<file path="config.mk">
export PLATFORM = sky130hd
export DESIGN_NAME = alu_flat
export DESIGN_NICKNAME = d
export VERILOG_FILES = /design/src/rtl/alu_if.sv /design/src/rtl/alu.sv /design/src/flat_wrapper.sv
export SDC_FILE = /design/constraint.sdc
export NUM_CORES = 1
export LEC_CHECK = 0
export CAP_MARGIN = 20
export CORE_MARGIN = 10
export CORE_UTILIZATION = 35
export DETAILED_ROUTE_END_ITERATION = 8
export PLACE_DENSITY_LB_ADDON = 0.1
export REMOVE_ABC_BUFFERS = 1
export SETUP_SLACK_MARGIN = 0.4
export SLEW_MARGIN = 10
export SYNTH_ARGS = -nofsm -noshare
export SYNTH_HDL_FRONTEND = slang
export SYNTH_SLANG_ARGS = --single-unit
</file>
<file path="constraint.sdc">
create_clock -name clk -period 9.3 [get_ports clk]
set_input_delay 1.395 -clock clk [delete_from_list [all_inputs] [get_ports clk]]
set_output_delay 1.395 -clock clk [all_outputs]
set_load 0.1 [all_outputs]
</file>
<file path="src/rtl/alu_if.sv">
`default_nettype none
// ============================================================================
// Module   : alu_if
// Brief    : Operand/op-select and result/flag bundle for the datapath ALU.
//            The master side drives operands and the control code; the slave
//            (the ALU) returns the registered result and status flags.
// Revision : 1.0 - initial release
// ============================================================================
interface alu_if #(
  parameter int WIDTH = 62
);
  logic [WIDTH-1:0] a;
  logic [WIDTH-1:0] b;
  logic [3:0]       control;
  logic [WIDTH-1:0] result;
  logic             zero;
  logic             carry;
  logic             overflow;

  modport master (
    output a, b, control,
    input  result, zero, carry, overflow
  );

  modport slave (
    input  a, b, control,
    output result, zero, carry, overflow
  );
endinterface
`default_nettype wire

</file>
<file path="src/rtl/alu.sv">
`default_nettype none
// ============================================================================
// Module   : alu
// Brief    : Registered integer ALU (AND/OR/ADD/SUB/NONE) selected by a 4-bit
//            MIPS-style control code. Result and zero/carry/overflow flags are
//            computed combinationally and registered with one cycle latency.
// Revision : 1.0 - initial release
// ============================================================================
module alu #(
  parameter int WIDTH = 62
) (
  input wire    clk,
  input wire    rst,
  alu_if.slave  bus
);

  localparam logic [3:0] c_op_and  = 4'b0000;
  localparam logic [3:0] c_op_or   = 4'b0001;
  localparam logic [3:0] c_op_add  = 4'b0010;
  localparam logic [3:0] c_op_sub  = 4'b0110;

  // Both arithmetic paths carry one extra bit so the carry-out is visible.
  // Subtraction is a + ~b + 1; its carry-out is the inverse of the borrow.
  logic [WIDTH:0]   w_add_full;
  logic [WIDTH:0]   w_sub_full;
  logic [WIDTH-1:0] w_result;
  logic             w_zero;
  logic             w_carry;
  logic             w_overflow;

  logic [WIDTH-1:0] r_result;
  logic             r_zero;
  logic             r_carry;
  logic             r_overflow;

  assign w_add_full = {1'b0, bus.a} + {1'b0, bus.b};
  assign w_sub_full = {1'b0, bus.a} + {1'b0, ~bus.b} + {{WIDTH{1'b0}}, 1'b1};

  // Next-state result and flags; unused and illegal codes fall to idle (all 0).
  always_comb begin
    w_result   = '0;
    w_carry    = 1'b0;
    w_overflow = 1'b0;
    case (bus.control)
      c_op_and: w_result = bus.a & bus.b;
      c_op_or:  w_result = bus.a | bus.b;
      c_op_add: begin
        w_result   = w_add_full[WIDTH-1:0];
        w_carry    = w_add_full[WIDTH];
        w_overflow = (bus.a[WIDTH-1] == bus.b[WIDTH-1]) &&
                     (w_add_full[WIDTH-1] != bus.a[WIDTH-1]);
      end
      c_op_sub: begin
        w_result   = w_sub_full[WIDTH-1:0];
        w_carry    = ~w_sub_full[WIDTH];
        w_overflow = (bus.a[WIDTH-1] != bus.b[WIDTH-1]) &&
                     (w_sub_full[WIDTH-1] != bus.a[WIDTH-1]);
      end
      default: begin
        w_result   = '0;
        w_carry    = 1'b0;
        w_overflow = 1'b0;
      end
    endcase
    w_zero = (w_result == '0);
  end

  // Output register; reset forces the idle state (zero flag set).
  always_ff @(posedge clk) begin
    if (rst) begin
      r_result   <= '0;
      r_zero     <= 1'b1;
      r_carry    <= 1'b0;
      r_overflow <= 1'b0;
    end else begin
      r_result   <= w_result;
      r_zero     <= w_zero;
      r_carry    <= w_carry;
      r_overflow <= w_overflow;
    end
  end

  assign bus.result   = r_result;
  assign bus.zero     = r_zero;
  assign bus.carry    = r_carry;
  assign bus.overflow = r_overflow;

endmodule
`default_nettype wire

</file>
<file path="src/flat_wrapper.sv">
// flat-port wrapper written by rule: the top's interface ports become plain ports
module alu_flat 
#(
  parameter int WIDTH = 62
)
  (clk, rst, bus_a, bus_b, bus_control, bus_result, bus_zero, bus_carry, bus_overflow);
  alu_if #(.WIDTH(WIDTH)) bus_i ();
  input wire clk;
  input wire rst;
  input wire logic [$bits(bus_i.a)-1:0] bus_a;
  input wire logic [$bits(bus_i.b)-1:0] bus_b;
  input wire logic [$bits(bus_i.control)-1:0] bus_control;
  output wire logic [$bits(bus_i.result)-1:0] bus_result;
  output wire logic [$bits(bus_i.zero)-1:0] bus_zero;
  output wire logic [$bits(bus_i.carry)-1:0] bus_carry;
  output wire logic [$bits(bus_i.overflow)-1:0] bus_overflow;
  assign bus_i.a = bus_a;
  assign bus_i.b = bus_b;
  assign bus_i.control = bus_control;
  assign bus_result = bus_i.result;
  assign bus_zero = bus_i.zero;
  assign bus_carry = bus_i.carry;
  assign bus_overflow = bus_i.overflow;
  alu #(.WIDTH(WIDTH)) u_core (.clk(clk), .rst(rst), .bus(bus_i));
endmodule
</file>
==> results.ini <==
[drt]
avgRoutedWirePerCell_um = 24.8
route.vias.total = 14700
routed_via_density = 6.02
ant_nets = 0
drc = 0
drtPass1Iterations = 6
wl_mm = 60.5
drt_iter0_markers = 1366

[critical_path]
cp-end-kind = flip-flop
required_ns = 9.60
cp.depth = 17
cp-start-kind = input port
cp_top_family = compound AO/OA/AOI/OAI gates
worstPathMaxFanout = 5
cp_cell_sequence = clkdlybuf4s50_1, ha_1, inv_1, fa_1, nand3b_1, a2111oi_0, a211oi_1, o32ai_1, nor3_1, o41ai_1, xnor2_1, a21oi_1, a211o_1, nor4_2, nand4_1, and4b_1, a41o_1
cp_slowest_cell = o41ai_1
arrival_ns = 6.51
endpoint = u_core.bus.zero$_SDFF_PP1_
critPathMaxStageDelay_ns = 0.96
worstSetupPathType = input port to flip-flop
startpoint = bus_b[0]
crit_buf_inv = 2

[global_route]
antenna_found_initial = 0
grt_pass1_wl_mm = 90.4
grt_max_degree = 66
grtUsageMet1_pct = 38.6
grt_pass1_vias = 14200
gr-usage-met3_pct = 3.49
met2_usage_pct = 39.3
grt.busiest_layer = met2
grt_overflow = 0
track_usage_pct = 26.1

[synth]
seq_area_frac_synth_pct = 10.4
synth_cells = 1865
synth_top_cell_by_area = ha_1
synth_flop_cell = dfxtp_1
yosys-top-cells-count = a21oi_1 (210), ha_1 (201), inv_1 (192)
syn_area_um2 = 12600
synth_most_common_cell = a21oi_1
synth_top_area_share_pct = 20.0
ys_types = 79
synth.top_cells.by_area = ha_1 (20%), dfxtp_1 (10%), a21oi_1 (8.4%), inv_1 (5.7%), nor2_1 (5.3%)
synth-seq-cells = 65
synth.avg_cell_area_um2 = 6.74
synth-edff-count = 0
yosysWarnings = 0
async_flop_share_pct = 0

[outcome]
run_status = finished, final reports clean

[placement]
pre_cts_slack_ns = 2.89
numPortBuffers = 194
hpwl_mm = 48.8
routabilityCongestion = 0.952

[clock_tree]
cts_made_buffers = 9
cts_tree = built
cts_root_buffer = clkbuf_16
cts_resized = 0
cts_setup_buffers = 0
clk_path_buf_depth = 2
hold_buffers = 0
cts_sinks = 65
cts.reportedPaths.clkPinSlew_ns = 0.06
htreeDepth = 3

[worst_hold_path]
hp-class = input port to flip-flop

[final_layout]
nets = 2309
layout-drive-gt1-share_pct = 3.33
fill_cells = 3781
seqCellArea_um2 = 1300
multiInputGateArea_um2 = 10100
antenna_cells = 0
area_delta_synth_final_pct = 19.6

[floorplan]
dieArea_um2 = 43900
ioPinCount = 195
core_um2 = 35500
initial_core_util_pct = 35.4
die_height_um = 209
die_w_um = 209
rows = 69

[sta]
min_period_ns = 6.21
period_share_pct = 66.8
rsz0062_at_grt = false
setup_viol = 0
slew_viol_final = 0
fin_tns_setup_ns = 0
hold_viol = 0
max_freq_ghz = 0.161
tightest_slew_ns = 1.08
relSlewSlack_pct = 27.4
setup_ws_ns = 3.09

[pwr]
ir_drop_v = 0.0000794
power_density_nw_per_um2 = 106
leakage_nw = 6.24

[job]
cap_violations = 0

[cells by family after synthesis]
family	after synthesis	synth area share, %
xor+xnor	59	4.11
mux	11	0.896
fa+ha+maj	203	20.3
buf+inv	300	9.13
simple gates	587	22.7
compound gates	640	32.5
flops	65	10.4
[area by class of cell]
| cell class | count | share of cell area, % |
|---|---|---|
| Multi-Input combinational cell | 1500 | 67.4 |
| Tap cell | 461 | 3.84 |
| Sequential cell | 65 | 8.66 |
| Clock inverter | 5 | 0.208 |
| Timing Repair Buffer | 208 | 13.5 |
| Clock buffer | 11 | 1.61 |
| Inverter | 192 | 4.79 |
[sequential cells by signal, indices dropped and copies added, names as in the netlist]
register / flops
u_core.bus.overflow: 1
u_core.bus.result: 62
u_core.bus.carry: 1
u_core.bus.zero: 1
[worst min path at each step]
stage,cells past startpoint,from,to,slack [ns]
floorplan,1,rst,u_core.bus.result[20]$_SDFF_PP0_,1.46
finish,3,bus_control[2],u_core.bus.overflow$_SDFF_PP0_,1.67
global route,3,bus_control[2],u_core.bus.overflow$_SDFF_PP0_,1.67
detailed placement,3,bus_control[2],u_core.bus.overflow$_SDFF_PP0_,2.02
CTS,3,bus_control[2],u_core.bus.overflow$_SDFF_PP0_,1.65
global placement,3,bus_control[2],u_core.bus.overflow$_SDFF_PP0_,2.02
[metrics by stage]
stage | power, mW | util, % | instance area [µm²] | hold WS [ns] | std cells
6_report | 1.59 | 42.4 | 15000 | 1.67 | 2442
5_1_grt | 1.67 | 42.4 | 15000 | 1.67 | 2442
4_1_cts | 1.58 | 42.4 | 15000 | 1.65 | 2442
3_5_place_dp | 1.24 | 41.6 | 14800 | 2.02 | 2426
3_3_place_gp | 1.24 | 41.6 | 14800 | 2.02 | 2426
2_1_floorplan | 0.902 | - | 12100 | 1.46 | 1757
[power by group]
part / internal [mW] / leakage, nW / switching (mW) / total (mW)
Sequential: 0.293 / 0.530 / 0.00531 / 0.298
Combinational: 0.310 / 5.58 / 0.647 / 0.957
Clock: 0.187 / 0.135 / 0.148 / 0.335
Total: 0.790 / 6.24 / 0.800 / 1.59
[cell usage in the layout (no fill, tap or decap), types with 38 or more instances in the layout]
master             n
a21oi_1          210
ha_1             201
inv_1            191
clkdlybuf4s50_1  191
nor2_1           175
nand2_1          140
o21ai_0          121
dfxtp_1           65
xnor2_1           54
o31ai_1           53
nor3_1            47
nor4_1            41
nand4_1           41
nor2b_1           38
[layer usage]
layer  share of wire [%]  vias up
met5                   0        -
met4                 1.5        0
met3                 7.9       61
met2                  43      707
met1                  48     7023
li1                    -     6909
Power figures use the tool's default switching activity.
